[src/rtl/mips_multicycle_control.sv]
// Multi-cycle main control FSM for the MIPS datapath.
// Sequences each instruction through fetch/decode/execute/memory/writeback,
// stalling on mem_ready in the three memory-access states. Datapath controls
// are decoded from the current state; a few of them are also qualified by
// mem_ready (fetch commit, store completion) or by Op (illegal opcode flag).
module mips_multicycle_control (
    input  logic       clk,
    input  logic       reset,
    input  logic [5:0] Op,
    input  logic       mem_ready,
    output logic       PCWrite,
    output logic       PCWriteCond,
    output logic       IorD,
    output logic       MemRead,
    output logic       MemWrite,
    output logic       IRWrite,
    output logic       MemtoReg,
    output logic       RegDst,
    output logic       RegWrite,
    output logic       ALUSrcA,
    output logic [1:0] ALUSrcB,
    output logic [1:0] ALUOp,
    output logic [1:0] PCSource,
    output logic       instr_done,
    output logic       illegal_op,
    output logic [3:0] state
);

    // Encodings are visible on the debug port, so they are pinned explicitly.
    typedef enum logic [3:0] {
        S_FETCH    = 4'd0,
        S_DECODE   = 4'd1,
        S_MEM_ADDR = 4'd2,
        S_MEM_RD   = 4'd3,
        S_MEM_WB   = 4'd4,
        S_MEM_WR   = 4'd5,
        S_EXEC     = 4'd6,
        S_ALU_WB   = 4'd7,
        S_BRANCH   = 4'd8,
        S_JUMP     = 4'd9,
        S_IDLE     = 4'd10
    } state_t;

    localparam logic [5:0] OP_RTYPE = 6'b000000;
    localparam logic [5:0] OP_LW    = 6'b100011;
    localparam logic [5:0] OP_SW    = 6'b101011;
    localparam logic [5:0] OP_BEQ   = 6'b000100;
    localparam logic [5:0] OP_J     = 6'b000010;

    localparam logic [1:0] ALU_ADD   = 2'b00;
    localparam logic [1:0] ALU_SUB   = 2'b01;
    localparam logic [1:0] ALU_FUNCT = 2'b10;

    localparam logic [1:0] SRCB_REG   = 2'b00;
    localparam logic [1:0] SRCB_FOUR  = 2'b01;
    localparam logic [1:0] SRCB_IMM   = 2'b10;
    localparam logic [1:0] SRCB_IMMSH = 2'b11;

    localparam logic [1:0] PCSRC_ALU    = 2'b00;
    localparam logic [1:0] PCSRC_ALUOUT = 2'b01;
    localparam logic [1:0] PCSRC_JUMP   = 2'b10;

    state_t state_q;
    state_t state_d;
    logic   op_legal;

    // Opcode classification used by DECODE for dispatch and the illegal flag.
    always_comb begin
        op_legal = 1'b0;
        case (Op)
            OP_RTYPE, OP_LW, OP_SW, OP_BEQ, OP_J: op_legal = 1'b1;
            default:                              op_legal = 1'b0;
        endcase
    end

    // Next-state selection; memory states hold until mem_ready completes them.
    always_comb begin
        state_d = S_FETCH;
        case (state_q)
            S_IDLE:     state_d = S_FETCH;
            S_FETCH:    state_d = mem_ready ? S_DECODE : S_FETCH;
            S_DECODE: begin
                case (Op)
                    OP_LW, OP_SW: state_d = S_MEM_ADDR;
                    OP_RTYPE:     state_d = S_EXEC;
                    OP_BEQ:       state_d = S_BRANCH;
                    OP_J:         state_d = S_JUMP;
                    default:      state_d = S_FETCH;
                endcase
            end
            // Only lw/sw get here; anything that is not sw is treated as a load.
            S_MEM_ADDR: state_d = (Op == OP_SW) ? S_MEM_WR : S_MEM_RD;
            S_MEM_RD:   state_d = mem_ready ? S_MEM_WB : S_MEM_RD;
            S_MEM_WR:   state_d = mem_ready ? S_FETCH : S_MEM_WR;
            S_MEM_WB:   state_d = S_FETCH;
            S_EXEC:     state_d = S_ALU_WB;
            S_ALU_WB:   state_d = S_FETCH;
            S_BRANCH:   state_d = S_FETCH;
            S_JUMP:     state_d = S_FETCH;
            // Unused encodings recover into FETCH on the next edge.
            default:    state_d = S_FETCH;
        endcase
    end

    // State register; reset parks the FSM in IDLE, abandoning any instruction.
    always_ff @(posedge clk) begin
        if (reset) begin
            state_q <= S_IDLE;
        end else begin
            state_q <= state_d;
        end
    end

    // Datapath control decode; every control defaults low, so IDLE and the
    // unused encodings drive nothing.
    always_comb begin
        PCWrite     = 1'b0;
        PCWriteCond = 1'b0;
        IorD        = 1'b0;
        MemRead     = 1'b0;
        MemWrite    = 1'b0;
        IRWrite     = 1'b0;
        MemtoReg    = 1'b0;
        RegDst      = 1'b0;
        RegWrite    = 1'b0;
        ALUSrcA     = 1'b0;
        ALUSrcB     = SRCB_REG;
        ALUOp       = ALU_ADD;
        PCSource    = PCSRC_ALU;
        instr_done  = 1'b0;
        illegal_op  = 1'b0;
        case (state_q)
            S_FETCH: begin
                // Keep the read request up through wait states; commit IR
                // and PC+4 only in the cycle the memory delivers.
                MemRead  = 1'b1;
                IorD     = 1'b0;
                ALUSrcA  = 1'b0;
                ALUSrcB  = SRCB_FOUR;
                ALUOp    = ALU_ADD;
                PCSource = PCSRC_ALU;
                IRWrite  = mem_ready;
                PCWrite  = mem_ready;
            end
            S_DECODE: begin
                // Branch target is computed speculatively into ALUOut.
                ALUSrcA    = 1'b0;
                ALUSrcB    = SRCB_IMMSH;
                ALUOp      = ALU_ADD;
                illegal_op = ~op_legal;
            end
            S_MEM_ADDR: begin
                ALUSrcA = 1'b1;
                ALUSrcB = SRCB_IMM;
                ALUOp   = ALU_ADD;
            end
            S_MEM_RD: begin
                MemRead = 1'b1;
                IorD    = 1'b1;
            end
            S_MEM_WB: begin
                RegWrite   = 1'b1;
                MemtoReg   = 1'b1;
                RegDst     = 1'b0;
                instr_done = 1'b1;
            end
            S_MEM_WR: begin
                // The store only finishes in the cycle memory accepts it.
                MemWrite   = 1'b1;
                IorD       = 1'b1;
                instr_done = mem_ready;
            end
            S_EXEC: begin
                ALUSrcA = 1'b1;
                ALUSrcB = SRCB_REG;
                ALUOp   = ALU_FUNCT;
            end
            S_ALU_WB: begin
                RegWrite   = 1'b1;
                RegDst     = 1'b1;
                MemtoReg   = 1'b0;
                instr_done = 1'b1;
            end
            S_BRANCH: begin
                ALUSrcA     = 1'b1;
                ALUSrcB     = SRCB_REG;
                ALUOp       = ALU_SUB;
                PCWriteCond = 1'b1;
                PCSource    = PCSRC_ALUOUT;
                instr_done  = 1'b1;
            end
            S_JUMP: begin
                PCWrite    = 1'b1;
                PCSource   = PCSRC_JUMP;
                instr_done = 1'b1;
            end
            default: begin
            end
        endcase
    end

    assign state = state_q;

endmodule
[config.mk]
export PLATFORM = sky130hd
export DESIGN_NAME = mips_multicycle_control
export DESIGN_NICKNAME = d
export VERILOG_FILES = /design/src/rtl/mips_multicycle_control.sv
export SDC_FILE = /design/constraint.sdc
export NUM_CORES = 1
export LEC_CHECK = 0
export CAP_MARGIN = 40
export CELL_PAD_IN_SITES_DETAIL_PLACEMENT = 0
export CELL_PAD_IN_SITES_GLOBAL_PLACEMENT = 1
export CORE_AREA = 2 2 52 49
export CTS_CLUSTER_SIZE = 12
export DETAILED_ROUTE_END_ITERATION = 10
export DIE_AREA = 0 0 54 51
export PLACE_DENSITY = 0.86
export SYNTH_ARGS = -nofsm -noshare
export SYNTH_HDL_FRONTEND = slang
export SYNTH_SLANG_ARGS = --single-unit
[constraint.sdc]
create_clock -name clk -period 2.8 [get_ports clk]
set_input_delay 0.42 -clock clk [delete_from_list [all_inputs] [get_ports clk]]
set_output_delay 0.42 -clock clk [all_outputs]
set_load 0.03 [all_outputs]
==> run summary, run 1 <==
Routed Antenna Nets: 0
vias in the first global route: 552
critical path's largest stage delay: 580 ps
Largest register FFs: 4
detail-routed via count per cell: 4.92
Initial DRT Pass Iterations: 2
Period Utilization, post-route: 90.5%
dominant synthesized flop cell: dfxtp_1
Fin. Hold Viols: 0
Seq cells post-synth: 4
Die Y: 51 um
first-pass GRT wire length: 2.37 mm
DRC: 0
Fill cells: 262
Post-Synth XOR/XNOR Area: 4.81%
Post-Synthesis Cells: 78
overall fraction of global-route tracks in use: 11.5%
share of post-route cells with drive strength above 1: 6.67%
Syn. warnings: 0
Leak Pwr: 0.307 nW
Fin Clk Skew: 0.756 ps
hpwl dp: 1.10 mm
Worst Reg-to-Reg Cells: 4
status: completed
RSZ-0062 raised after global routing: false
syn nets: 87
Power Total: 0.269 mW
Setup violations, final: 0
Die W: 54 um
Max Cap Viol: 0
fin nets: 116
crit path capture type: primary output
most used cell, CP: clkdlybuf4s50_1
count leader, synth: nor2_1
clock-pin slew on the worst setup and hold paths: 40 ps
core footprint: 2300 um^2
library cells used by synthesis: 34
Hold Path Sink: state[0]
element type at the critical path start: input pin
Worst Tran Pin Value: 615 ps
initial DRC count: 5
largest net degree at the start of global routing: 24
Sw Ratio: 37.5%
kind of critical path: in2out
area leader, netlist: dfxtp_1
CTS Sinks: 4
initial antenna violation count: 0
Final WS setup: 267 ps
critical path peak fanout: 4
pre-CTS setup slack: 272 ps
die area: 2750 um^2
Hold Crit Class: reg2reg
CTS max path bufs: 2
Num CTS Buffers: 3
syn_area_per_cell: 7.01 um^2
Critical-path top delay cell: clkdlybuf4s50_1
Clock Latency Late Sink: 230 ps
PD cells: 311 nW/um^2
Synth area leaders: dfxtp_1 15%, nor2_1 8.2%, nor3_1 6.4%, nand2b_1 5.7%, nor3b_1 5.5%
crit-path leading delay family: buffers and inverters
Post-Syn Area: 547 um^2
critical path arrival: 2110 ps
total number of vias: 654
clock power share: 25.4%
relative slew slack: 59.0%
TNS Setup: 0 ps
GR Overflow Total: 0
Reg area: 81.3 um^2
Slew Viols, Final: 0
P&R area growth vs syn: 58.4%
register area share after synthesis: 14.6%
Hold Path Cell Cnt: 2
routability cong.: 0.773
proportion of synthesized area in mux cells: 0%
Final Instance Area: 866 um^2
Routed WL: 1.47 mm
cells along the critical path: clkdlybuf4s50_1, nor3_1, a21oi_1, o21a_1, clkdlybuf4s50_1
I/O pins: 31
main combinational cell family by area after synthesis: simple AND/OR/NAND/NOR gates
final hold slack: 745 ps
DR top layer: met3
area of placed instances: 842 um^2
peak supply drop: 0.000131 V
Synth Area in Simple Gates: 50.1%
number of flops mapped to enable cells by yosys: 0
metal2 WL: 714 um
commonest cells in the netlist: 12 x nor2_1, 7 x nor3_1, 5 x nand2b_1
reg-to-reg endpoint: state[2]
Synth top area share: 14.6%
num rows: 17
Multi-input gate area: 412 um^2
Seq pwr share: 28.5%
met3 WL: 85 um
power share of the combinational group: 46.1%
reg-to-reg startpoint: state[0]
worst hold start: state[1]
diode count: 0
cts hold-fix bufs: 0
Crit path required time: 2380 ps
Synth Area in Adders: 0%
P_sw: 0.101 mW
min cycle time layout: 2530 ps
H-tree levels: 1
Routed WL per cell: 11.0 um
Initial Util: 23.8%
count of input and output buffers: 30
R2R Setup Slk: 1360 ps
Max Fclk: 395 MHz
clock root buffer: clkbuf_4
WL met1: 667 um
share of flip-flops with an asynchronous set or reset: 0%
P_int: 0.168 mW
CP bufs+invs: 2
Synth Area in Compound Gates: 20.4%
CTS tree: yes
==> final cells by class <==
cell class              count  share of cell area [%]
multi-input cells          66                    47.5
repair buffers             32                    36.4
flip-flops and latches      4                    9.39
well taps                  28                    4.05
clock buffers               3                    2.60
==> worst max-delay path by stage <==
stage               startpoint           to  slack [ps]  depth (start not counted)
detailed placement       Op[0]   illegal_op         270                          5
global placement         Op[2]   illegal_op         300                          5
finish                   Op[0]   illegal_op         270                          5
global route          state[2]   instr_done         140                          3
floorplan             state[0]  PCSource[0]         540                          4
CTS                   state[1]      MemRead         190                          4
==> power groups by stage <==
stage / combinational (mW) / clock (mW) / sequential (mW)
6_report: 0.124 / 0.0684 / 0.0767
5_1_grt: 0.134 / 0.0771 / 0.0787
4_1_cts: 0.125 / 0.0725 / 0.0762
3_5_place_dp: 0.125 / 0 / 0.0771
3_3_place_gp: 0.124 / 0 / 0.0765
2_1_floorplan: 0.0811 / 0 / 0.0715
==> cells in the final DEF (no fill, tap or decap), types with 2 or more instances in the layout <==
cell | synthesis | final
clkdlybuf4s50_1 | 0 | 30
nor2_1 | 12 | 12
nor3_1 | 7 | 7
nand2b_1 | 5 | 5
nor3b_1 | 4 | 4
xnor2_1 | 3 | 3
nand2_1 | 3 | 3
nor2b_1 | 3 | 3
a31oi_1 | 3 | 3
clkbuf_4 | 0 | 3
dfxtp_1 | 4 | 3
and3_1 | 2 | 2
o21a_1 | 2 | 2
a21oi_1 | 2 | 2
and3b_1 | 2 | 2
o21ai_1 | 2 | 2
buf_4 | 2 | 2
==> worst reg2reg max path: cells and delay by family (launching register included) <==
family                    cells  cell delay, ps
AOI/OAI and AO/OA             2             460
DFF                           1             560
xor gates and xnor gates      1             110
buffers and inverters         1             230
==> metal layers <==
layer | up-vias | global-route usage (%)
met5 | - | 0
met2 | 20 | 19.7
met4 | 0 | 6.25
li1 | 339 | -
met1 | 295 | 13.5
met3 | 0 | 1.75
==> per-stage QoR <==
step	util, %	instances
4_1_cts	37.6	133
3_5_place_dp	36.7	130
6_report	37.7	133
3_3_place_gp	36.7	130
5_1_grt	37.7	133
2_1_floorplan	-	78
==> logic make-up after synthesis <==
family	count (synthesis)
buffers and inverters	8
AND/OR/NAND/NOR	47
flip-flops	4
XOR/XNOR	3
AO/OA/AOI/OAI	16
==> timing repair <==
action | in CTS | in global routing
hold endpoints to repair | 0 | 0
resized for setup | 0 | 1
setup buffers | 0 | 0
setup endpoints to repair | 0 | 1
No activity file was read; power rests on OpenSTA's default activity.
==> run 2: changes to the inputs <==
--- a/config.mk
+++ b/config.mk
@@ -5,6 +5,7 @@
 export SDC_FILE = /design/constraint.sdc
 export NUM_CORES = 1
 export LEC_CHECK = 0
+export ABC_AREA = 0
 export CAP_MARGIN = 40
 export CELL_PAD_IN_SITES_DETAIL_PLACEMENT = 0
 export CELL_PAD_IN_SITES_GLOBAL_PLACEMENT = 1
==> results of run 2 <==
No change in the layout: final DEF, timing and power equal those of run 1.
